<file path="src/rtl/wb_pwm_ctrl.sv">
// wb_pwm_ctrl: Wishbone B4 pipelined slave with the shared PWM timebase and per-channel shadow duty registers.
// Define WB_PWM_CTRL_SYNC_EN to defer channel commits to the counter wrap (glitch-free mode).
module wb_pwm_ctrl #(
  parameter int CHANNELS = 4,
  parameter int BITS     = 4,
  parameter int PRE_BITS = 8
) (
  input  logic                     wb_clk_i,
  input  logic                     wb_rst_i,
  input  logic                     wb_cyc_i,
  input  logic                     wb_stb_i,
  input  logic                     wb_we_i,
  input  logic [5:0]               wb_adr_i,
  input  logic [7:0]               wb_dat_i,
  output logic [7:0]               wb_dat_o,
  output logic                     wb_ack_o,
  output logic                     wb_stall_o,
  output logic [BITS-1:0]          pwm_counter,
  output logic [CHANNELS-1:0]      ch_stb_o,
  output logic [CHANNELS*BITS-1:0] ch_dat_o
);

  logic                          accept_s;
  logic                          write_s;
  logic                          tick_s;
  logic                          enable_r;
  logic [PRE_BITS-1:0]           prescale_r;
  logic [PRE_BITS-1:0]           pre_cnt_r;
  logic [CHANNELS-1:0][BITS-1:0] shadow_r;
  logic [CHANNELS-1:0]           pending_r;
  logic [7:0]                    rd_chan_s;
  logic [7:0]                    rd_data_s;

  assign accept_s   = wb_cyc_i & wb_stb_i;
  assign write_s    = accept_s & wb_we_i;
  assign tick_s     = enable_r & (pre_cnt_r == prescale_r);
  assign wb_stall_o = 1'b0;
  assign ch_dat_o   = shadow_r;

`ifdef WB_PWM_CTRL_SYNC_EN
  logic wrap_s;
  assign wrap_s   = tick_s & (pwm_counter == {BITS{1'b1}});
  // While disabled the counter never wraps, so commits pass straight through.
  assign ch_stb_o = pending_r & {CHANNELS{wrap_s | ~enable_r}};
`else
  assign ch_stb_o = pending_r;
`endif

  // Read mux: zero-extended field of the addressed register, 0 for unmapped addresses.
  always_comb begin
    rd_chan_s = 8'd0;
    for (int i = 0; i < CHANNELS; i++) begin
      rd_chan_s = rd_chan_s | ((wb_adr_i == 6'(i + 2)) ? 8'(shadow_r[i]) : 8'd0);
    end
    case (wb_adr_i)
      6'd0:    rd_data_s = {7'd0, enable_r};
      6'd1:    rd_data_s = 8'(prescale_r);
      default: rd_data_s = rd_chan_s;
    endcase
  end

  // Bus response and control/prescale registers.
  always_ff @(posedge wb_clk_i or posedge wb_rst_i) begin
    if (wb_rst_i) begin
      wb_ack_o   <= 1'b0;
      wb_dat_o   <= 8'd0;
      enable_r   <= 1'b0;
      prescale_r <= '0;
    end else begin
      wb_ack_o <= accept_s;
      if (accept_s) begin
        wb_dat_o <= rd_data_s;
      end
      if (write_s && (wb_adr_i == 6'd0)) begin
        enable_r <= wb_dat_i[0];
      end
      if (write_s && (wb_adr_i == 6'd1)) begin
        prescale_r <= wb_dat_i[PRE_BITS-1:0];
      end
    end
  end

  // Timebase: prescaler plus free-running counter, both held at 0 while disabled.
  always_ff @(posedge wb_clk_i or posedge wb_rst_i) begin
    if (wb_rst_i) begin
      pre_cnt_r   <= '0;
      pwm_counter <= '0;
    end else if (!enable_r) begin
      pre_cnt_r   <= '0;
      pwm_counter <= '0;
    end else if (tick_s) begin
      pre_cnt_r   <= '0;
      pwm_counter <= pwm_counter + BITS'(1);
    end else begin
      pre_cnt_r   <= pre_cnt_r + PRE_BITS'(1);
    end
  end

  // Shadow duty registers; a write in the strobe cycle keeps the channel pending.
  always_ff @(posedge wb_clk_i or posedge wb_rst_i) begin
    if (wb_rst_i) begin
      shadow_r  <= '0;
      pending_r <= '0;
    end else begin
      for (int i = 0; i < CHANNELS; i++) begin
        if (write_s && (wb_adr_i == 6'(i + 2))) begin
          shadow_r[i]  <= wb_dat_i[BITS-1:0];
          pending_r[i] <= 1'b1;
        end else if (ch_stb_o[i]) begin
          pending_r[i] <= 1'b0;
        end
      end
    end
  end

endmodule

</file>
<file path="config.mk">
export PLATFORM = sky130hd
export DESIGN_NAME = wb_pwm_ctrl
export DESIGN_NICKNAME = d
export VERILOG_FILES = /design/src/rtl/wb_pwm_ctrl.sv
export SDC_FILE = /design/constraint.sdc
export NUM_CORES = 1
export LEC_CHECK = 0
export CAP_MARGIN = 20
export CELL_PAD_IN_SITES_DETAIL_PLACEMENT = 1
export CELL_PAD_IN_SITES_GLOBAL_PLACEMENT = 1
export CORE_AREA = 2 2 78 80
export CTS_BUF_LIST = sky130_fd_sc_hd__clkbuf_16
export CTS_CLUSTER_DIAMETER = 60
export DETAILED_ROUTE_END_ITERATION = 10
export DIE_AREA = 0 0 80 82
export PLACE_DENSITY = 0.94
export SYNTH_ARGS = -nofsm -noshare
export SYNTH_HDL_FRONTEND = slang
export SYNTH_SLANG_ARGS = --single-unit
</file>
<file path="constraint.sdc">
create_clock -name wb_clk_i -period 2.8 [get_ports wb_clk_i]
set_input_delay 0.56 -clock wb_clk_i [delete_from_list [all_inputs] [get_ports wb_clk_i]]
set_output_delay 0.56 -clock wb_clk_i [all_outputs]
set_load 0.01 [all_outputs]
</file>
# Word-level counts from Yosys, hierarchy flattened
# Cells that the tools add are included.
# word_totals
regBits	50
in_bits	19
out_inout_bits	34
wordCells	46
# classes
add_sub_neg	2
eq_ne	7
mux	13
bitwise	6
n_reduce_logical	7
# op_table
cell	n
$mux 4	6
$mux 8	2
$pmux 8 s2	1
$eq 6x2->1 const B	2
$eq 6x3->1 const B	2
$or 4x4->4	3
$add 8x1->8 const B	1
$eq 8x8->1	1
$eq 6x1->1 const B	1
$logic_and 1x1->1	6
$logic_not 6->1	1
$add 4x1->4 const B	1
$mux 1	4
$and 1x1->1	3
$ne 2x2->1 const B	1

# Longest topological paths before layout
# Gate-level depths: netlist of run 1.
# logic_depth
word_depth	6
mapped_depth	5
ltp_nobuf	4

# Worst setup path before layout of run 1
# OpenSTA, ideal clock, no wires.
# synth_path
kind	input to register
from	in wb_adr_i[3]
to	reg shadow_r (netlist bit ch_dat_o[10])
setup_ns	0.125
t_arrival_ns	1.720
required_time_ns	2.675
setup_slack_ns	0.955
path_stages	5
path_buffers	1
path_cell_list	or3_1 buf_6 nor3_4 nand2_4 mux2_4
# synth_between
elab_chain_len	2
# synth_lines
element	line_no	rtl
from (decl)	13	input logic [5:0] wb_adr_i,
$eq 6x3->1	106	if (write_s && (wb_adr_i == 6'(i + 2))) begin
$logic_and 1x1->1	106	
to (signal, indexed assignment)	107	shadow_r[i] <= wb_dat_i[BITS-1:0];
to (decl)	29	logic [CHANNELS-1:0][BITS-1:0] shadow_r;
# No other way between the ends.
# A chain may end at the register's enable or synchronous reset.

# Final worst setup path of run 1
# layout_path
from	in wb_adr_i[3]
to	reg shadow_r (netlist bit ch_dat_o[11])
# The elaborated chain is that of the path after synthesis.

==> impl_metrics.csv, run 1 <==
group,metric,value,unit
outcome,status,"finished, final reports clean",
power,internal-power,1.168,mW
placement,place_congestion,0.8179,
grt,grtUsageTotal,21.22,%
hold_path,min-delay-start,"wb_dat_o[4]$_DFFE_PP0P_",
die,start_util,41.25,%
synthesis,yosys-top-cells-count,"dfrtp_1 (50), nor2_1 (13), mux2_1 (12), mux2_4 (12)",
clocking,ctsHtreeMaxLevel,2,
clocking,post-cts-setup-buffers,0,
sta,worst_pin_slew,0.7862,ns
drt,vias_per_cell,5.442,
clocking,cts_tree,"done",
cells_and_area,drive_above_1_share,16.12,%
sta,report.final.slew_viol_count,0,
power,p_comb_share,12.5,%
synthesis,synth_largest_area_cell,"dfrtp_1",
synthesis,netlist_top_cells_area,"dfrtp_1 (53%), mux2_4 (7.6%), mux2_1 (5.7%), xnor2_1 (3.3%), nor2_1 (2.1%)",
clocking,clk_latency,0.29,ns
power,pwr-share-clk,37.7,%
synthesis,synth_ff_type,"dfrtp_1",
power,ir_drop,0.2838,mV
die,io_pins,53,
clocking,cts_made_buffers,5,
drt,first_pass_iters,4,
sta,setup_viol,0,
die,core-area,5746,µm²
sta,fmax,444.8,MHz
sta,min_period,2.248,ns
grt,grt_max_degree,38,
die,die_area,6560,µm²
sta,hold_viol,0,
synthesis,synth_edf_count,0,
synthesis,async_flop_share,100.0,%
cells_and_area,final_util,54.07,%
die,rows,28,
setup_path,worstPathRequired,2.97,ns
setup_path,slowest_delay,0.61,ns
setup_path,critical_path_class,"in2reg",
synthesis,ys_types,37,
hold_path,hp-class,"reg2reg",
synthesis,synth_top_area_share,52.80,%
setup_path,critPathBufInv,1,
cells_and_area,final.fill_count,608,
synthesis,synth_cells,183,
clocking,path_clk_slew,0.06,ns
clocking,clockBufferDepth,2,
clocking,cts-root-buf,"clkbuf_16",
setup_path,critPathCaptureType,"flop",
power,powerDensity,499.0,nW/µm²
synthesis,synth-warning-count,0,
cells_and_area,final_cell_area,3107,µm²
die,die_y,82,µm
placement,dp.cells,309,
drt,drt_iter0_drc,81,
synthesis,ys_ff_latch,50,
sta,post-route-period-util,80.29,%
cells_and_area,final_cell_count_no_fill,317,
cells_and_area,final_net_count,262,
power,switching_share,24.65,%
setup_path,crit_chain,"clkdlybuf4s50_1 > or3_1 > nor3_4 > nand2_4 > mux2_4",
grt,grt_pass1_vias,1900,
synthesis,avgSynthCellArea,12.95,µm²
cells_and_area,area_delta_synth_final,31.10,%
sta,timing.setup.tns,0,ns
hold_path,holdPathStages,1,
hold_path,whs_endpoint,"wb_dat_o[4]$_DFFE_PP0P_",
setup_path,rr_worst_depth,4,
sta,relSlewSlack,47.51,%
sta,fin_worst_skew,0.002528,ns
synthesis,seq_area_frac_synth,52.80,%
power,p_seq_share,49.8,%
clocking,cts_hold_buf,0,
grt,antenna_found_initial,0,
clocking,cts_resized,0,
clocking,cts_sinks,50,
power,power.leakage,1.475,nW
power,power,1.550,mW
run,drv_cap,0,
drt,num_vias,1725,
setup_path,crit_slowest_cell,"or3_1",
placement,hpwl,4590,µm
drt,drt_wl_total,6462,µm
cells_and_area,diodes,0,
setup_path,startpoint_type,"input port",
grt,grt_pass1_wl,10310,µm
synthesis,synth.cell_area,2370,µm²
synthesis,synth_most_common_cell,"dfrtp_1",
synthesis,synth_nets,204,
drt,ant_nets,0,
placement,dpl_cell_area,2969,µm²
setup_path,rrSetupSlack,0.85,ns
setup_path,startpoint,"wb_adr_i[3]",
power,power.switching,382.2,µW
drt,wl_per_cell,20.38,µm
setup_path,regToRegStartpoint,"pre_cnt_r[3]$_DFF_PP0_",
setup_path,cp_top_family,"simple AND/OR/NAND/NOR gates",
grt,grt_overflow,0,
setup_path,r2r_end,"pre_cnt_r[3]$_DFF_PP0_",
setup_path,crit_arrival,2.42,ns
setup_path,path_max_fanout,8,
sta,rsz0062_at_grt,"false",
die,die_w,80,µm
placement,port_buffers,51,
drt,drc_errors,0,
## cell families after synthesis
family | after synthesis | share of synthesized area (%)
muxes | 33 | 17.85
other | 1 | 0.1582
and+or+nand+nor | 48 | 13.99
AOI/OAI and AO/OA | 21 | 5.755
adders and majority gates | 2 | 1.056
DFF | 50 | 52.80
buffers and inverters | 14 | 3.221
xor gates and xnor gates | 14 | 5.174
## worst max-delay path by stage
stage,slack (ns),depth (start not counted),to
6_report,0.55,5,ch_dat_o[11]$_DFFE_PP0P_
5_1_grt,0.48,5,ch_dat_o[8]$_DFFE_PP0P_
4_1_cts,0.55,5,ch_dat_o[11]$_DFFE_PP0P_
3_5_place_dp,0.27,5,ch_dat_o[11]$_DFFE_PP0P_
3_3_place_gp,0.37,5,ch_dat_o[9]$_DFFE_PP0P_
2_1_floorplan,0.95,5,ch_dat_o[10]$_DFFE_PP0P_
## metrics by stage
step           hold slack [ns]  setup WS, ns
2_1_floorplan           0.5022        0.9546
3_3_place_gp            0.4874        0.3660
3_5_place_dp            0.4981        0.2711
4_1_cts                 0.5124        0.5520
5_1_grt                 0.5501        0.4783
6_report                0.5154        0.5519
## sequential cells by signal (all words and copies together) (netlist names)
register and cells:
prescale_r 8, ch_stb_o 4, wb_dat_o 8, pwm_counter 4, enable_r 1, ch_dat_o 16, pre_cnt_r 8, wb_ack_o 1
## cell type report
class                      instances  area (µm²)  area share [%]
tap                               75       93.84           3.021
clock buffer                       5       125.1           4.027
timing repair buffer              56       548.0           17.64
sequential                        50        1251           40.27
clock inverter                     3       12.51          0.4027
multi-input combinational        119        1042           33.55
inverter                           9       33.78           1.087
## cell usage in the layout (no fill, tap or decap), types with 4 or more instances in the layout
cell	netlist	routed
dfrtp_1	50	50
a22o_1	4	4
buf_4	1	5
inv_1	8	8
mux2_4	12	12
xor2_1	5	5
mux2i_1	4	4
nor3_1	4	4
nand3_1	7	7
nor2_1	13	13
mux2_2	4	4
mux2_1	12	12
xnor2_1	9	9
a21oi_1	9	9
clkdlybuf4s50_1	0	51
clkbuf_16	0	5
## worst reg2reg max path, cell delays in order, from the launching register on
cell	delay [ns]
dfrtp_1	0.44
xnor2_1	0.28
nand4_1	0.35
o21ai_1	0.62
nor2_1	0.12
## per-layer routing
layer | global-route usage (%) | share of wire, %
met5 | 0 | 0
met4 | 8.814 | 2.5
met3 | 4.066 | 3.6
met2 | 37.58 | 52
met1 | 25.32 | 42
## power by group through the flow
stage	registers, mW	clock network [mW]	logic (mW)
after floorplan	0.787	0	0.0862
after global placement	0.783	0	0.181
after detailed placement	0.785	0	0.192
after CTS	0.772	0.592	0.197
after global routing	0.775	0.612	0.210
final	0.772	0.584	0.194
Power figures use the tool's default switching activity.
==> run 2: changes to the inputs <==
--- a/config.mk
+++ b/config.mk
@@ -8,12 +8,12 @@
 export CAP_MARGIN = 20
 export CELL_PAD_IN_SITES_DETAIL_PLACEMENT = 1
 export CELL_PAD_IN_SITES_GLOBAL_PLACEMENT = 1
-export CORE_AREA = 2 2 78 80
+export CORE_AREA = 2 2 80 82
 export CTS_BUF_LIST = sky130_fd_sc_hd__clkbuf_16
 export CTS_CLUSTER_DIAMETER = 60
 export DETAILED_ROUTE_END_ITERATION = 10
-export DIE_AREA = 0 0 80 82
-export PLACE_DENSITY = 0.94
+export DIE_AREA = 0 0 82 84
+export PLACE_DENSITY = 0.9
 export SYNTH_ARGS = -nofsm -noshare
 export SYNTH_HDL_FRONTEND = slang
 export SYNTH_SLANG_ARGS = --single-unit
==> constraint.sdc (replaced) <==
create_clock -name wb_clk_i -period 2.3 [get_ports wb_clk_i]
set_input_delay 0.46 -clock wb_clk_i [delete_from_list [all_inputs] [get_ports wb_clk_i]]
set_output_delay 0.46 -clock wb_clk_i [all_outputs]
set_load 0.01 [all_outputs]
==> run 2 against run 1 <==
Effect of this change:
- sequential share of layout area decreased by 0.93 points
- largest cell class unchanged
- clock power increased by 45%
- via count decreased by 1.6%
- flip-flop and latch count unchanged
==> impl_metrics.csv, run 2 (same netlist as run 1, synthesis figures left out) <==
group,metric,value,unit
outcome,status,"finished, final reports clean",
die,die_y,84,µm
cells_and_area,area_delta_synth_final,34.21,%
setup_path,r2r_end,"pre_cnt_r[6]$_DFF_PP0_",
sta,setup_viol,0,
power,p_comb_share,11.8,%
placement,hpwl,4616,µm
die,die_w,82,µm
power,p_seq_share,46.4,%
grt,grt_pass1_wl,10470,µm
placement,dp_worst_setup_slack,-0.03578,ns
cells_and_area,final_common_cell,"clkdlybuf4s50_1",
grt,antenna_found_initial,0,
clocking,cts_hold_buf,0,
setup_path,rr_worst_depth,4,
placement,dpl_cell_area,3014,µm²
sta,post-route-period-util,89.67,%
setup_path,path_max_fanout,5,
setup_path,rrSetupSlack,0.37,ns
clocking,clk_latency,0.30,ns
clocking,cts_resized,0,
run,drv_cap,0,
setup_path,crit_chain,"clkdlybuf4s50_1 > or3_1 > nor3_4 > buf_4 > a221oi_1 > a21oi_1",
clocking,cts_made_buffers,5,
sta,relSlewSlack,58.32,%
power,switching_share,23.87,%
drt,ant_nets,0,
die,io_pins,53,
drt,vias_per_cell,5.254,
sta,fmax,484.9,MHz
sta,rsz0062_at_grt,"false",
clocking,cts_tree,"done",
sta,fin_worst_skew,0.005352,ns
setup_path,critPathCaptureType,"flop",
grt,grt_pass1_vias,1954,
power,power.leakage,1.508,nW
sta,finalWorstSetupSlack,0.2377,ns
power,internal-power,1.542,mW
setup_path,crit_slowest_cell,"clkdlybuf4s50_1",
sta,min_period,2.062,ns
placement,place_congestion,0.7756,
power,power,2.026,mW
setup_path,crit_arrival,2.23,ns
power,powerDensity,636.9,nW/µm²
cells_and_area,final_cell_area,3181,µm²
cells_and_area,final_net_count,266,
drt,num_vias,1697,
clocking,cts-root-buf,"clkbuf_16",
grt,grt_max_degree,31,
clocking,clockBufferDepth,2,
grt,grt_overflow,0,
drt,first_pass_iters,4,
drt,drt_wl_total,6452,µm
clocking,post-cts-setup-buffers,0,
setup_path,startpoint_type,"input port",
cells_and_area,final_util,52.18,%
clocking,cts_sinks,50,
setup_path,slowest_delay,0.49,ns
drt,drt_iter0_drc,68,
sta,worst_pin_slew,0.6211,ns
sta,hold_viol,0,
placement,dp.cells,315,
hold_path,hp-class,"in2async",
cells_and_area,largest_reg_flops,16,
power,ir_drop,0.3866,mV
setup_path,worstPathRequired,2.46,ns
sta,report.final.slew_viol_count,0,
sta,timing.setup.tns,0,ns
die,die_area,6888,µm²
cells_and_area,final_cell_count_no_fill,323,
cells_and_area,final.fill_count,645,
setup_path,regToRegStartpoint,"prescale_r[2]$_DFFE_PP0P_",
clocking,path_clk_slew,0.07,ns
setup_path,critical_path_class,"in2reg",
placement,port_buffers,51,
cells_and_area,final_cell_mix,"clkdlybuf4s50_1 (51), dfrtp_1 (50), nor2_1 (13)",
drt,wl_per_cell,19.98,µm
grt,grtUsageTotal,20.76,%
die,core-area,6096,µm²
power,power.switching,483.6,µW
cells_and_area,diodes,0,
cells_and_area,drive_above_1_share,17.89,%
power,pwr-share-clk,41.7,%
die,rows,29,
die,start_util,38.88,%
clocking,ctsHtreeMaxLevel,2,
drt,drc_errors,0,
sta,whs,0.5167,ns
-- run 2: changes by cell type in the layout (fill, tap and decap cells not counted), sizes merged --
cell	previous run	this run
buf	5	9
bufinv	0	1
clkinv	3	1
clkinvlp	0	1
-- run 2: worst max path at each step --
stage	startpoint	to	slack, ns	depth (start not counted)
floorplan	wb_adr_i[3]	ch_dat_o[10]$_DFFE_PP0P_	0.55	5
global placement	wb_adr_i[3]	prescale_r[3]$_DFFE_PP0P_	0.05	5
detailed placement	wb_adr_i[5]	wb_dat_o[2]$_DFFE_PP0P_	-0.04	6
CTS	wb_adr_i[5]	wb_dat_o[2]$_DFFE_PP0P_	0.21	6
global route	wb_adr_i[4]	wb_dat_o[2]$_DFFE_PP0P_	0.12	6
finish	wb_adr_i[5]	wb_dat_o[2]$_DFFE_PP0P_	0.24	6
-- run 2: layout make-up --
| type | instances | area [µm²] | area share [%] |
|---|---|---|---|
| clock buffers | 5 | 125.1 | 3.934 |
| flip-flops and latches | 50 | 1251 | 39.34 |
| multi-input cells | 119 | 1042 | 32.77 |
| clock inverters | 3 | 41.29 | 1.298 |
| repair buffers | 60 | 590.6 | 18.57 |
| inverters | 9 | 33.78 | 1.062 |
| well taps | 77 | 96.34 | 3.029 |
-- run 2: metal layers --
| metal | vias to the layer above | share of wire [%] | GRT usage [%] |
|---|---|---|---|
| li1 | 770 | - | - |
| met1 | 873 | 41 | 24.89 |
| met2 | 40 | 53 | 35.85 |
| met3 | 14 | 3.1 | 3.463 |
| met4 | 0 | 2.8 | 8.939 |
| met5 | - | 0 | 0 |
-- run 2: critical path: cells and delay by family --
kind / cells / cell delay, ns
buf+inv: 2 / 0.65
compound gates: 2 / 0.60
simple gates: 2 / 0.50
-- run 2: power groups by stage --
stage          registers [mW]  clock network, mW  logic [mW]
2_1_floorplan           0.959                  0       0.105
3_3_place_gp            0.954                  0       0.226
3_5_place_dp            0.956                  0       0.237
4_1_cts                 0.941              0.848       0.243
5_1_grt                 0.945              0.874       0.258
6_report                0.941              0.845       0.240
